$ cat src/rtl/accum_seq_pkg.sv
// Shared types and constants for the accumulate sequencer.
package accum_seq_pkg;

  localparam int DEF_WIDTH = 8;
  localparam int DEF_CNT_W = 8;
  localparam logic [DEF_WIDTH-1:0] SAT_MAX = 8'hFF;

  typedef enum logic [1:0] {
    IDLE = 2'd0,
    RUN  = 2'd1,
    DONE = 2'd2
  } state_e;

endpackage

$ cat src/rtl/accum_sequencer_if.sv
// Request/result handshake bundle; master = command source and consumer, slave = sequencer.
interface accum_sequencer_if import accum_seq_pkg::*; #(
  parameter int WIDTH = DEF_WIDTH,
  parameter int CNT_W = DEF_CNT_W
);
  logic             req_valid;
  logic             req_ready;
  logic [WIDTH-1:0] req_operand;
  logic [CNT_W-1:0] req_count;
  logic             res_valid;
  logic             res_ready;
  logic [WIDTH-1:0] res_sum;
  logic             res_ovf;

  modport master (
    output req_valid, req_operand, req_count, res_ready,
    input  req_ready, res_valid, res_sum, res_ovf
  );

  modport slave (
    input  req_valid, req_operand, req_count, res_ready,
    output req_ready, res_valid, res_sum, res_ovf
  );
endinterface

$ cat src/rtl/accum_datapath.sv
// Sum register with adder and sticky overflow; ACCUM_SAT_EN selects saturating add.
module accum_datapath import accum_seq_pkg::*; #(
  parameter int WIDTH = DEF_WIDTH
) (
  input  logic             clk,
  input  logic             reset,
  input  logic             clr,
  input  logic             en,
  input  logic [WIDTH-1:0] operand,
  output logic [WIDTH-1:0] sum,
  output logic             ovf
);

`ifdef ACCUM_SAT_EN
  localparam bit SAT_EN = 1'b1;
`else
  localparam bit SAT_EN = 1'b0;
`endif

  localparam logic [WIDTH-1:0] MAX_VAL = (WIDTH == DEF_WIDTH) ? WIDTH'(SAT_MAX) : {WIDTH{1'b1}};

  logic [WIDTH-1:0] sum_r;
  logic             ovf_r;
  logic [WIDTH:0]   add_s;
  logic [WIDTH-1:0] sum_next_s;

  // Adder with optional clamp; a saturated sum re-carries on any nonzero operand, so it stays at max.
  always_comb begin
    add_s      = {1'b0, sum_r} + {1'b0, operand};
    sum_next_s = add_s[WIDTH-1:0];
    if (SAT_EN && add_s[WIDTH]) begin
      sum_next_s = MAX_VAL;
    end else begin
      sum_next_s = add_s[WIDTH-1:0];
    end
  end

  // Sum and overflow registers.
  always_ff @(posedge clk) begin
    if (reset || clr) begin
      sum_r <= {WIDTH{1'b0}};
      ovf_r <= 1'b0;
    end else if (en) begin
      sum_r <= sum_next_s;
      ovf_r <= ovf_r | add_s[WIDTH];
    end
  end

  assign sum = sum_r;
  assign ovf = ovf_r;

endmodule

$ cat src/rtl/accum_sequencer.sv
// Job sequencer driving the accumulate datapath's clear/enable; ACCUM_SAT_EN (in accum_datapath) selects saturation.
module accum_sequencer import accum_seq_pkg::*; #(
  parameter int WIDTH = DEF_WIDTH,
  parameter int CNT_W = DEF_CNT_W
) (
  input  logic               clk,
  input  logic               reset,
  accum_sequencer_if.slave   bus,
  output logic               busy
);

  state_e           state_r;
  state_e           state_next_s;
  logic [CNT_W-1:0] remaining_r;
  logic [WIDTH-1:0] operand_r;
  logic             load_s;
  logic             clr_s;
  logic             en_s;
  logic [WIDTH-1:0] sum_s;
  logic             ovf_s;

  // Next-state and datapath control decode.
  always_comb begin
    state_next_s = state_r;
    load_s       = 1'b0;
    clr_s        = 1'b0;
    en_s         = 1'b0;
    case (state_r)
      IDLE: begin
        if (bus.req_valid) begin
          load_s       = 1'b1;
          clr_s        = 1'b1;
          state_next_s = (bus.req_count != {CNT_W{1'b0}}) ? RUN : DONE;
        end else begin
          state_next_s = IDLE;
        end
      end
      RUN: begin
        en_s = 1'b1;
        if (remaining_r == CNT_W'(1)) begin
          state_next_s = DONE;
        end else begin
          state_next_s = RUN;
        end
      end
      DONE: begin
        if (bus.res_ready) begin
          state_next_s = IDLE;
        end else begin
          state_next_s = DONE;
        end
      end
      default: state_next_s = IDLE;
    endcase
  end

  // State, repeat count and latched operand.
  always_ff @(posedge clk) begin
    if (reset) begin
      state_r     <= IDLE;
      remaining_r <= {CNT_W{1'b0}};
      operand_r   <= {WIDTH{1'b0}};
    end else begin
      state_r <= state_next_s;
      if (load_s) begin
        remaining_r <= bus.req_count;
        operand_r   <= bus.req_operand;
      end else if (en_s) begin
        remaining_r <= remaining_r - CNT_W'(1);
      end
    end
  end

  accum_datapath #(.WIDTH(WIDTH)) u_datapath (
    .clk     (clk),
    .reset   (reset),
    .clr     (clr_s),
    .en      (en_s),
    .operand (operand_r),
    .sum     (sum_s),
    .ovf     (ovf_s)
  );

  assign bus.req_ready = (state_r == IDLE);
  assign bus.res_valid = (state_r == DONE);
  assign bus.res_sum   = sum_s;
  assign bus.res_ovf   = ovf_s;
  assign busy          = (state_r != IDLE);

endmodule
$ cat src/flat_wrapper.sv
// flat-port wrapper written by rule: the top's interface ports become plain ports
module accum_sequencer_flat import accum_seq_pkg::*;
#(
  parameter int WIDTH = DEF_WIDTH,
  parameter int CNT_W = DEF_CNT_W
)
  (clk, reset, busy, bus_req_valid, bus_req_operand, bus_req_count, bus_res_ready, bus_req_ready, bus_res_valid, bus_res_sum, bus_res_ovf);
  accum_sequencer_if #(.WIDTH(WIDTH), .CNT_W(CNT_W)) bus_i ();
  input  logic clk;
  input  logic reset;
  output logic busy;
  input wire logic [$bits(bus_i.req_valid)-1:0] bus_req_valid;
  input wire logic [$bits(bus_i.req_operand)-1:0] bus_req_operand;
  input wire logic [$bits(bus_i.req_count)-1:0] bus_req_count;
  input wire logic [$bits(bus_i.res_ready)-1:0] bus_res_ready;
  output wire logic [$bits(bus_i.req_ready)-1:0] bus_req_ready;
  output wire logic [$bits(bus_i.res_valid)-1:0] bus_res_valid;
  output wire logic [$bits(bus_i.res_sum)-1:0] bus_res_sum;
  output wire logic [$bits(bus_i.res_ovf)-1:0] bus_res_ovf;
  assign bus_i.req_valid = bus_req_valid;
  assign bus_i.req_operand = bus_req_operand;
  assign bus_i.req_count = bus_req_count;
  assign bus_i.res_ready = bus_res_ready;
  assign bus_req_ready = bus_i.req_ready;
  assign bus_res_valid = bus_i.res_valid;
  assign bus_res_sum = bus_i.res_sum;
  assign bus_res_ovf = bus_i.res_ovf;
  accum_sequencer #(.WIDTH(WIDTH), .CNT_W(CNT_W)) u_core (.clk(clk), .reset(reset), .bus(bus_i), .busy(busy));
endmodule
$ cat config.mk
export PLATFORM = sky130hd
export DESIGN_NAME = accum_sequencer_flat
export DESIGN_NICKNAME = d
export VERILOG_FILES = /design/src/rtl/accum_seq_pkg.sv /design/src/rtl/accum_sequencer_if.sv /design/src/rtl/accum_datapath.sv /design/src/rtl/accum_sequencer.sv /design/src/flat_wrapper.sv
export SDC_FILE = /design/constraint.sdc
export NUM_CORES = 1
export LEC_CHECK = 0
export BUFFER_PORTS_ARGS = -buffer_cell sky130_fd_sc_hd__buf_2
export CAP_MARGIN = 20
export CORE_MARGIN = 2
export CORE_UTILIZATION = 54
export DETAILED_ROUTE_END_ITERATION = 10
export PLACE_DENSITY = 0.79
export SYNTH_ARGS = -nofsm -noshare
export SYNTH_HDL_FRONTEND = slang
export SYNTH_HIERARCHICAL = 1
export SYNTH_SLANG_ARGS = --single-unit
export TNS_END_PERCENT = 5
$ cat constraint.sdc
create_clock -name clk -period 2.2 [get_ports clk]
set_clock_uncertainty 0.2 [all_clocks]
set_input_delay 0.44 -clock clk [delete_from_list [all_inputs] [get_ports clk]]
set_output_delay 0.44 -clock clk [all_outputs]
set_load 0.02 [all_outputs]
# Yosys cells after proc, flatten, opt, wreduce, memory -nomap -nowiden
# Cells that the tools add are included.
totals:
  regBits: 27
  input_bits: 20
  out_inout_bits: 12
  wordCells: 26
op_classes:
  n_addsub: 2
  eq_ne: 3
  muxes: 10
  bitwise: 1
  reduce_logical: 5
op_table:
  columns: ["op", "count"]
  rows:
  - ["$mux W8", 2]
  - ["$add A8 B8 Y9", 1]
  - ["$eq A8 B1 Y1 const B", 1]
  - ["$mux W2", 4]
  - ["$reduce_bool A8 Y1", 1]
  - ["$sub A8 B1 Y8 const B", 1]
  - ["$pmux W2 S3", 1]
  - ["$reduce_bool A2 Y1", 2]
  - ["$mux W1", 3]
  - ["$eq A2 B1 Y1 const B", 1]
  - ["$eq A2 B2 Y1 const B", 1]
  - ["$logic_not A2 Y1", 1]
  - ["$logic_or A1 B1 Y1", 1]
  - ["$or A1 B1 Y1", 1]

# Logic depth before layout (Yosys ltp)
# Gate-level depths: netlist (run 1).
depth:
  depth_word: 4
  mapped_depth: 8
  depth_no_buf: 8

# Hierarchy
# Netlist (run 1), hierarchy kept.
modules_own_cells:
  columns: ["mod", "instances", "cells_each", "area_per_inst_um2", "seq_area_each_um2"]
  rows:
  - ["accum_sequencer", 1, 112, 898.4, 360.3]
  - ["accum_datapath", 1, 73, 663.1, 180.2]

# Worst setup path after synthesis (run 1)
# OpenSTA, ideal clock, no wires.
synth_timing:
  path_type: "reg2reg"
  start: "reg u_core.u_datapath.sum_r[0] (netlist: u_core/u_datapath/sum[0])"
  end: "reg u_core.u_datapath.sum_r[6] (netlist: u_core/u_datapath/sum[6])"
  setup_ns: 0.069
  arrival_ns: 1.760
  required_time_ns: 1.931
  setup_slack_ns: 0.172
  stages_incl_launch_ff: 9
  path_buffers: 0
  period_less_slack_ns: 2.028
  path_cell_list: "dfxtp_1 > ha_1 > inv_1 > fa_1 > nand2b_1 > a21oi_1 > o31ai_2 > xor2_1 > o21ai_1"
synth_via:
  elab_chain_cells: 1
synth_lines:
  columns: ["element", "line", "source"]
  rows:
  - ["start: declaration", "accum_datapath.sv:22", "logic [WIDTH-1:0] sum_r;"]
  - ["start signal: assignment", "accum_datapath.sv:41", "sum_r <= {WIDTH{1'b0}};"]
  - ["start signal: assignment", "accum_datapath.sv:44", "sum_r <= sum_next_s;"]
  - ["$add A8 B8 Y9", "accum_datapath.sv:29", "add_s = {1'b0, sum_r} + {1'b0, operand};"]
# Every way passes these cells.
# A chain may end at the register's enable or synchronous reset.

# Final worst setup path (run 1)
# Ends and elaborated chain as after synthesis.

==> impl_results.md, run 1 <==
* Clock Pin Slew Worst Setup and Hold Paths at 140 ps
* Synth area leaders: dfxtp_1, ha_1, a21oi_1
* Slew HR at 57.69%
* Share of layout cells above drive strength 1 at 22.79%
* Share of flip-flops with an asynchronous set or reset at 0%
* Drt via density at 5.898
* Static Leak at 0.7749 nW
* Die area at 3338 um2
* R2R cell count at 8
* Hold depth at 3
* Top_reg_cell synth: dfxtp_1
* Status: finished clean
* FF+latch count, synth at 27
* Number of synthesized flops with an enable pin at 0
* RSZ-0062 raised after global routing: false
* Ports at 32
* CP Data Arrival Time at 2090 ps
* Synthesis warning total at 6
* Crit end category: flop
* Cell taking the most area after synthesis: dfxtp_1
* Vias at 1451
* Die X at 57.78 um
* Setup TNS at 0 ps
* Fin crit share at between 90% and 100%
* Std cell rows at 19
* CP Launch Type: flop
* Final Hold Viols at 0
* Yosys top cell area share at 34.62%
* Cell variety after synth at 51
* Fin crit period at between 2000 and 2500 ps
* H-tree depth at 1
* Drt total wl at 3447 um
* Port Buffer Count at 31
* Area after DPL at 1745 um2
* GRT Max-Usage Layer: met2
* Slew Limit Fails at 0
* DPL Wire Length at 2621 um
* Required time worst endpoint at between 2000 and 2500 ps
* Syn Area/Cell at 8.441 um2
* Gpl congestion at 0.7917
* Final setup viols at 0
* Total power per unit cell area at 583.1 nW/um2
* Vias in the first global route at 1384
* Area Overhead vs Synth at 13.70%
* Non-Filler Instances at 246
* RR Startpoint: u_core/u_datapath/sum[0]$_SDFFE_PP0P_
* Sequential area share after synthesis at ~35%
* Fin nets at 247
* Most frequent cells in the layout: buf_2, dfxtp_1, a21oi_1
* Power, Total at between 1 and 1.5 mW
* Starting Density at 56.62%
* Chip height at 57.78 um
* Initial antenna violation count at 0
* Worst-skew pair later-pin latency at ~310 ps
* Critical Path Source: u_core/u_datapath/sum[0]$_SDFFE_PP0P_
* Area of the mapped netlist at 1561 um2
* Clock sink count at 27
* Pre-antenna DRT Iters at 4
* Wire length per cell at 14.01 um
* GRT met1 Usage at 26.96%
* Pin count of the biggest net entering global routing at 21
* Peak VDD IR at slightly below 0.0006 V
* Global Route met3 Usage at 3.348%
* Antenna Cells at 0
* DR DRC count at 0
* First-pass GRT wire length at 5885 um
* Fmax at 0.4921 GHz
* Setup CP Type: reg -> reg
* Mapped Nets at 216
* Number of max-cap violations at 0
* Min-delay src: bus_req_operand[2]
* GR Util met2 at 38.80%
* Clock Tree Buf Depth at 2
* Core area at 2758 um2
* Final instance area at approximately 1800 um2
* CTS tree: built
* DRT antenna net count at 0
* Inst Count DP at 242
* Synthesized instance count at 185
* Clock root cell: clkbuf_4
* GRT Overall Usage at 21.97%
* Global route overflow at 0
* DRC marker count from the first detailed-route iteration at between 50 and 60
* Crit-path max FO at 3
* Worst slew pin tran at 628.9 ps
* # hold bufs at CTS at 0
* HP Class: in -> reg
* Total CTS buffers at 3
* Commonest non-fill, non-tap cell in the layout: buf_2
## power breakdown
part,internal [mW],switching [mW]
clock,0.0708,0.138
combinational,0.115,0.146
sequential,0.524,0.0406
total,0.710,0.325
## final timing paths
path	end	slack (ps)
worst min register to register	u_core/operand_r[7]$_SDFFE_PP0P_	280
worst min-delay path	u_core/operand_r[2]$_SDFFE_PP0P_	140
worst max-delay path	u_core/u_datapath/sum[6]$_SDFFE_PP0P_	170
worst max register to register	u_core/u_datapath/sum[6]$_SDFFE_PP0P_	170
## critical path, stage by stage, from the launching register on
cell and delay [ps]:
dfxtp_1 380, ha_1 180, inv_1 60, fa_1 390, nand2b_1 170, a21oi_2 220, o31ai_2 110, xor2_1 150
o21ai_1 120
## what timing repair did
| action | 4_1_cts | 5_1_grt |
|---|---|---|
| resized for setup | 0 | 1 |
| setup endpoints to repair | 0 | 1 |
| setup buffers | 0 | 0 |
## registers in the layout (all words and copies together), names as in the netlist
signal                 flops
u_core/u_datapath/ovf      1
u_core/u_datapath/sum      8
u_core/remaining_r         8
u_core/operand_r           8
u_core/state_r             2
## cell families (layout without fill, tap and decap cells)
group	count (synthesis)	count (layout)	synth area share, %
compound gates	61	61	26.20
xor+xnor	5	5	2.805
fa+ha+maj	11	11	9.295
buf+inv	18	48	4.487
flops	27	27	34.62
mux	3	3	1.923
simple gates	60	60	20.67
## synth_stat cells (all sizes together) (4+ instances only)
master	n
dfxtp	27
a21oi	23
nand2	19
ha	10
inv	10
nor2	9
o21ai	8
clkbuf	6
a22oi	4
nand3b	4
nor2b	4
o211ai	4
## layer usage
layer  vias to the layer above  wire length, um
met1                       672             1575
met2                        34             1686
li1                        739                -
met4                         0               50
met5                         -                0
met3                         6              135
## stage by stage
stage | setup WS (ps) | utilization, % | hold slack [ps]
2_1_floorplan | 171.6 | - | 240.6
3_3_place_gp | 262.6 | 63.29 | 248.6
3_5_place_dp | 157.1 | 63.29 | 262.1
4_1_cts | 130.2 | 64.25 | 135.2
5_1_grt | 28.25 | 64.38 | 124.3
6_report | 167.9 | 64.38 | 140.5
## area by class of cell
cell class	count	area [um2]
clock buffers	4	26.28
fillers	247	982.2
inverters	10	37.54
multi-input cells	140	954.7
flip-flops and latches	27	540.5
well taps	31	38.79
repair buffers	34	177.7
Power figures use the tool's default switching activity.
==> run 2, diff against run 1 <==
--- a/config.mk
+++ b/config.mk
@@ -10,7 +10,8 @@
 export CORE_MARGIN = 2
 export CORE_UTILIZATION = 54
 export DETAILED_ROUTE_END_ITERATION = 10
-export PLACE_DENSITY = 0.79
+export HOLD_SLACK_MARGIN = 0.02
+export PLACE_DENSITY = 0.89
 export SYNTH_ARGS = -nofsm -noshare
 export SYNTH_HDL_FRONTEND = slang
 export SYNTH_HIERARCHICAL = 1
==> run 2 against run 1 <==
Compared with the run above:
- utilization fell by 0.14 points
- sequential power barely moved
- critical path type unchanged
- global-route usage fell by 1.2 points
- sequential cell count did not move
- design area fell by 0.21%
- worst hold slack got worse by 2.6 ps
- total power barely moved
- die area did not move
- register-to-register slack got worse by 20 ps
- combinational power barely moved
- sequential share of layout area rose by 0.064 points
==> impl_results.md, run 2 (synthesis results as in run 1) <==
* Status: finished clean
* Crit end category: flop
* Total CTS buffers at 3 (unchanged)
* Gpl congestion at 0.8439 (+6.6%)
* Register share of total power at 54.5% (about the same)
* Std cell rows at 19 (unchanged)
* CTS tree: built
* Reg-to-reg endpoint: u_core/u_datapath/sum[6]$_SDFFE_PP0P_
* Worst slew pin tran at 586.4 ps (-42.51 ps)
* Final Hold Viols at 0 (unchanged)
* Most frequent cells in the layout: buf_2, dfxtp_1, a21oi_1
* DR DRC count at 0 (unchanged)
* Fin crit share at 93.19% (+0.82 points)
* Slew Limit Fails at 0 (unchanged)
* Fin nets at 247 (unchanged)
* # hold bufs at CTS at 0 (unchanged)
* CP Launch Type: flop
* Util after Layout at 64.25% (-0.14 points)
* Clock sink count at 27 (unchanged)
* Required time worst endpoint at 2270 ps (about the same)
* Fill count at 240 (-2.8%)
* Chip height at 57.78 um (unchanged)
* Port Buffer Count at 31 (unchanged)
* Pin count of the biggest net entering global routing at 21 (unchanged)
* H-tree depth at 1 (unchanged)
* Setup TNS at 0 ps (unchanged)
* Clock Tree Buf Depth at 2 (unchanged)
* Ports at 32 (unchanged)
* Clock Pin Slew Worst Setup and Hold Paths at 140 ps (about the same)
* Share of layout cells above drive strength 1 at 22.33% (-0.47 points)
* Postcts setup bufs at 0 (unchanged)
* Vias at 1437 (-0.96%)
* Internal power consumption at 0.7101 mW (about the same)
* GRT Overall Usage at 20.81% (-1.2 points)
* Gate power share at 25.1% (-0.2 points)
* Static Leak at 0.7749 nW (about the same)
* Core area at 2758 um2 (unchanged)
* Global route overflow at 0 (unchanged)
* Commonest non-fill, non-tap cell in the layout: buf_2
* Area after DPL at 1745 um2 (unchanged)
* Final instance area at 1772 um2 (-0.21%)
* Total power per unit cell area at 584.1 nW/um2 (+0.18%)
* Sequential Area at 540.5 um2 (unchanged)
* CTS-repair resized insts at 0 (unchanged)
* RR Startpoint: u_core/u_datapath/sum[0]$_SDFFE_PP0P_
* RSZ-0062 raised after global routing: false
* Psw at 0.3248 mW (about the same)
* Final setup viols at 0 (unchanged)
* CP Data Arrival Time at 2120 ps (+30 ps)
* Wire length per cell at 13.46 um (-3.9%)
* Drt total wl at 3311 um (-3.9%)
* Clock root cell: clkbuf_4
* Starting Density at 56.62% (unchanged)
* DRT antenna net count at 0 (unchanged)
* Initial antenna violation count at 0 (unchanged)
* Die area at 3338 um2 (unchanged)
* Fin crit period at 2050 ps (+18.13 ps)
* Area Overhead vs Synth at 13.46%
* Peak VDD IR at 0.0004306 V (-26%)
* Hold depth at 3 (unchanged)
* Vias in the first global route at 1263 (-8.7%)
* Multi-input logic area at 950.9 um2 (-0.39%)
* Pre-antenna DRT Iters at 4 (unchanged)
* Worst-skew pair later-pin latency at 320 ps (about the same)
* Drt via density at 5.841 (-0.96%)
* Sw frac at 31.38% (about the same)
* Setup slack, reg-to-reg at 150 ps (-20 ps)
* Die X at 57.78 um (unchanged)
* DRC marker count from the first detailed-route iteration at 66 (+16%)
* Fmax at 0.4878 GHz (-0.88%)
* Final worst slack at 149.8 ps (-18.13 ps)
* Hold Path Sink: u_core/operand_r[6]$_SDFFE_PP0P_
* Antenna Cells at 0 (unchanged)
* Crit-path max FO at 3 (unchanged)
* Setup CP Type: reg -> reg
* Placement Setup Slack at 169.2 ps (+12.09 ps)
* Min-delay src: bus_req_operand[6]
* DPL Wire Length at 2486 um (-5.1%)
* First-pass GRT wire length at 5492 um (-6.7%)
* Number of max-cap violations at 0 (unchanged)
* HP Class: in -> reg
* Clk pwr share at 20.5% (+0.3 points)
* Power, Total at 1.035 mW (about the same)
* R2R cell count at 8 (unchanged)
* Slew HR at 60.55% (+2.9 points)
run 2: metal layers:
layer / up-vias / global-route usage (%) / part of all wire, %
met4: 0 / 6.977 / 1.3
met5: - / 0 / 0
li1: 738 / - / -
met2: 37 / 35.39 / 46
met3: 4 / 3.571 / 4.0
met1: 658 / 26.67 / 48
run 2: critical path: stages, from the launching register on:
cell      delay [ps]
dfxtp_1          380
ha_1             180
inv_1             60
fa_1             390
nand2b_1         160
a21oi_1          250
o31ai_2          120
xor2_1           150
o21ai_1          120
run 2: cell type report:
cell class	count	area share, %
Clock buffer	4	1.483
Inverter	10	2.119
Multi-Input combinational cell	140	53.67
Sequential cell	27	30.51
Tap cell	31	2.189
Timing Repair Buffer	34	10.03
run 2: power by group through the flow:
stage	sequential [mW]	combinational [mW]	clock, mW
detailed placement	0.574	0.258	0
global placement	0.573	0.253	0
global route	0.570	0.289	0.236
floorplan	0.566	0.188	0
CTS	0.563	0.259	0.217
finish	0.564	0.259	0.212
run 2: how the worst max path moves through the flow:
stage	from	to
floorplan	u_core/u_datapath/sum[0]$_SDFFE_PP0P_	u_core/u_datapath/sum[6]$_SDFFE_PP0P_
global placement	u_core/u_datapath/sum[0]$_SDFFE_PP0P_	u_core/u_datapath/sum[6]$_SDFFE_PP0P_
detailed placement	u_core/u_datapath/sum[0]$_SDFFE_PP0P_	u_core/u_datapath/sum[6]$_SDFFE_PP0P_
CTS	u_core/u_datapath/sum[0]$_SDFFE_PP0P_	u_core/u_datapath/sum[6]$_SDFFE_PP0P_
global route	u_core/u_datapath/sum[0]$_SDFFE_PP0P_	u_core/u_datapath/sum[6]$_SDFFE_PP0P_
finish	u_core/u_datapath/sum[0]$_SDFFE_PP0P_	u_core/u_datapath/sum[6]$_SDFFE_PP0P_
run 2: through the flow:
step	hold WS, ps	instances
global placement	252.8	242
detailed placement	256.4	242
floorplan	240.6	185
global route	128.9	246
CTS	132.0	246
finish	137.9	246
==> run 3, diff against run 2 <==
--- a/config.mk
+++ b/config.mk
@@ -5,13 +5,14 @@
 export SDC_FILE = /design/constraint.sdc
 export NUM_CORES = 1
 export LEC_CHECK = 0
+export ABC_AREA = 1
 export BUFFER_PORTS_ARGS = -buffer_cell sky130_fd_sc_hd__buf_2
 export CAP_MARGIN = 20
 export CORE_MARGIN = 2
-export CORE_UTILIZATION = 54
+export CORE_UTILIZATION = 45
 export DETAILED_ROUTE_END_ITERATION = 10
 export HOLD_SLACK_MARGIN = 0.02
-export PLACE_DENSITY = 0.89
+export PLACE_DENSITY = 0.77
 export SYNTH_ARGS = -nofsm -noshare
 export SYNTH_HDL_FRONTEND = slang
 export SYNTH_HIERARCHICAL = 1
==> run 3 against run 2 <==
Compared with the run above:
- register-to-register slack gained 160 ps
- critical path type unchanged
- wire length grew 9.4%
- design area grew 7.4%
- utilization shrank 12 points
- critical endpoint is now u_core/u_datapath/sum[4]$_SDFFE_PP0P_
- die area grew 28%
- maximum frequency grew 8.5%
- clock power grew 34%
- sequential power grew 0.9%
- cell count grew 37%
- critical path depth grew 3
==> impl_results.md, run 3 <==
* Cell taking the most area after synthesis: dfxtp_1
* Top_reg_cell synth: dfxtp_1
* Starting Density at 46.66% (-10 points)
* Status: finished clean
* Final instance area at 1903 um2 (+7.4%)
* Area Overhead vs Synth at 12.25%
* Most common library cells after synthesis: nand2_1, nor2_1, inv_1
* Std cell rows at 22 (+3)
* Cell variety after synth at 31 (-39%)
* DRT antenna net count at 0 (unchanged)
* Fin nets at 321 (+30%)
* Drt via density at 4.869 (-17%)
* Slowest cell on the critical path: fa_1
* Pin count of the biggest net entering global routing at 24 (+14%)
* DR DRC count at 0 (unchanged)
* Clock Pin Slew Worst Setup and Hold Paths at 90 ps (-50 ps)
* Total power per unit cell area at 629.2 nW/um2 (+7.7%)
* Slew Limit Fails at 0 (unchanged)
* Worst slew pin tran at 393.0 ps (-193.4 ps)
* DRC marker count from the first detailed-route iteration at 60 (-9.1%)
* Synthesis warning total at 6 (unchanged)
* First-pass GRT wire length at 6306 um (+15%)
* Fmax at 0.5292 GHz (+8.5%)
* CP Launch Type: flop
* Fin crit share at 85.89% (-7.3 points)
* Area of the mapped netlist at 1695 um2 (+8.6%)
* Gate power share at 28.8% (+3.7 points)
* Share of flip-flops with an asynchronous set or reset at 0% (unchanged)
* Die area at 4275 um2 (+28%)
* Total CTS buffers at 3 (unchanged)
* RSZ-0062 raised after global routing: false
* Antenna Cells at 0 (unchanged)
* GRT Overall Usage at 18.84% (-2.0 points)
* Gpl congestion at 0.8459 (+0.24%)
* Sw frac at 34.08% (+2.7 points)
* Number of synthesized flops with an enable pin at 0 (unchanged)
* Core area at 3633 um2 (+32%)
* # hold bufs at CTS at 0 (unchanged)
* Clock Tree Buf Depth at 2 (unchanged)
* Fin crit period at 1889 ps (-160.8 ps)
* Most numerous cell in the Yosys netlist: nand2_1
* Final setup viols at 0 (unchanged)
* Crit-path cells: ha_1 > inv_1 > fa_1 > inv_1 > nand2_1 > nand2_1 > and2_4 > or2_0 > nand3_1 > nand2_1 > inv_1
* Most frequent cells in the layout: nand2_1, nor2_1, inv_1
* Wire length per cell at 10.75 um (-20%)
* Vias at 1641 (+14%)
* CP Data Arrival Time at 1870 ps (-250 ps)
* HP Class: in -> reg
* Synth area leaders: dfxtp_1, nand2_1, nor2_1
* DPL Wire Length at 2795 um (+12%)
* Port Buffer Count at 31 (unchanged)
* FF+latch count, synth at 27 (unchanged)
* Sequential area share after synthesis at 31.88% (-2.7 points)
* Commonest non-fill, non-tap cell in the layout: nand2_1
* Clock sink count at 27 (unchanged)
* Required time worst endpoint at 2180 ps (-90 ps)
* Vias in the first global route at 1443 (+14%)
* Setup TNS at 0 ps (unchanged)
* Area after DPL at 1858 um2 (+6.5%)
* Worst-skew pair later-pin latency at 270 ps (-50 ps)
* Final worst slack at 310.5 ps (+160.8 ps)
* Setup CP Type: reg -> reg
* Slew HR at 73.76% (+13 points)
* Number of max-cap violations at 0 (unchanged)
* Clk pwr share at 23.7% (+3.2 points)
* Internal power consumption at 0.7893 mW (+11%)
* Global route overflow at 0 (unchanged)
* Initial antenna violation count at 0 (unchanged)
* Fill count at 388 (+62%)
* H-tree depth at 1 (unchanged)
* Postcts setup bufs at 0 (unchanged)
* Psw at 0.4081 mW (+26%)
* Largest stage delay on the critical path at 410 ps (+20 ps)
* CTS-repair resized insts at 0 (unchanged)
* Chip height at 65.38 um (+13%)
* Placement Setup Slack at 328.0 ps (+158.9 ps)
* Drt total wl at 3623 um (+9.4%)
* Pre-antenna DRT Iters at 4 (unchanged)
* Syn Area/Cell at 6.521 um2 (-23%)
* Register share of total power at 47.5% (-7.0 points)
* Yosys top cell area share at 31.88% (-2.7 points)
* Share of layout cells above drive strength 1 at 16.61% (-5.7 points)
* Peak VDD IR at 0.0004194 V (-2.6%)
* Die X at 65.38 um (+13%)
* Final Hold Viols at 0 (unchanged)
* Crit end category: flop
* Crit-path max FO at 3 (unchanged)
* Mapped Nets at 291 (+35%)
* Static Leak at 0.9961 nW (+29%)
* Clock root cell: clkbuf_8
* CTS tree: built
* Synthesized instance count at 260 (+41%)
* Ports at 32 (unchanged)
## run 3: cell families after synthesis
family / count (synthesis) / synth area share, %
adders and majority gates: 11 / 8.561
AOI/OAI and AO/OA: 41 / 13.21
xor gates and xnor gates: 1 / 0.5167
DFF: 27 / 31.88
and+or+nand+nor: 129 / 32.62
buffers and inverters: 51 / 13.21
## run 3: through the flow
| stage | hold WS [ps] | util [%] | power [mW] | instances |
|---|---|---|---|---|
| after floorplan | 260.2 | - | 0.8455 | 260 |
| after global placement | 239.4 | 51.14 | 0.9144 | 333 |
| after detailed placement | 242.1 | 51.14 | 0.9222 | 333 |
| after CTS | 218.7 | 52.38 | 1.206 | 337 |
| after global routing | 231.8 | 52.38 | 1.285 | 337 |
| final | 220.1 | 52.38 | 1.197 | 337 |
## run 3: layout make-up
cell class                 count  area, um2  share of cell area [%]
multi-input combinational    182      930.9                   48.92
sequential                    27      540.5                   28.40
timing repair buffer          31      155.1                   8.153
tap                           48      60.06                   3.156
inverter                      45      171.4                   9.007
clock buffer                   4      45.04                   2.367
## run 3: power by group through the flow
stage | Combinational (mW) | Sequential (mW) | Clock (mW)
after floorplan | 0.263 | 0.582 | 0
after global placement | 0.335 | 0.579 | 0
after detailed placement | 0.342 | 0.580 | 0
after CTS | 0.344 | 0.570 | 0.293
after global routing | 0.398 | 0.575 | 0.311
final | 0.344 | 0.569 | 0.284
## run 3: layer usage
layer / share of wire, % / vias to the layer above / GRT usage [%]
met5: 0 / - / 0
li1: - / 875 / -
met3: 3.9 / 2 / 4.452
met2: 49 / 25 / 33.67
met1: 47 / 739 / 22.93
met4: 0.69 / 0 / 3.906
## run 3: path summary, 6_finish.rpt
check	from	to	slack (ps)	cells after the start
hold reg to reg	u_core/u_datapath/ovf$_SDFFE_PP0P_	u_core/u_datapath/ovf$_SDFFE_PP0P_	250	2
setup reg to reg	u_core/u_datapath/sum[0]$_SDFFE_PP0P_	u_core/u_datapath/sum[4]$_SDFFE_PP0P_	310	11
hold / removal	bus_req_operand[2]	u_core/operand_r[2]$_SDFFE_PP0P_	220	3
setup / recovery	u_core/u_datapath/sum[0]$_SDFFE_PP0P_	u_core/u_datapath/sum[4]$_SDFFE_PP0P_	310	11
## run 3: worst max-delay path, delay by kind of cell, from the launching register on
family,cells,cell delay (ps)
flip-flops,1,350
AND/OR/NAND/NOR,6,490
adder cells (fa/ha/maj),2,580
buffers and inverters,3,160
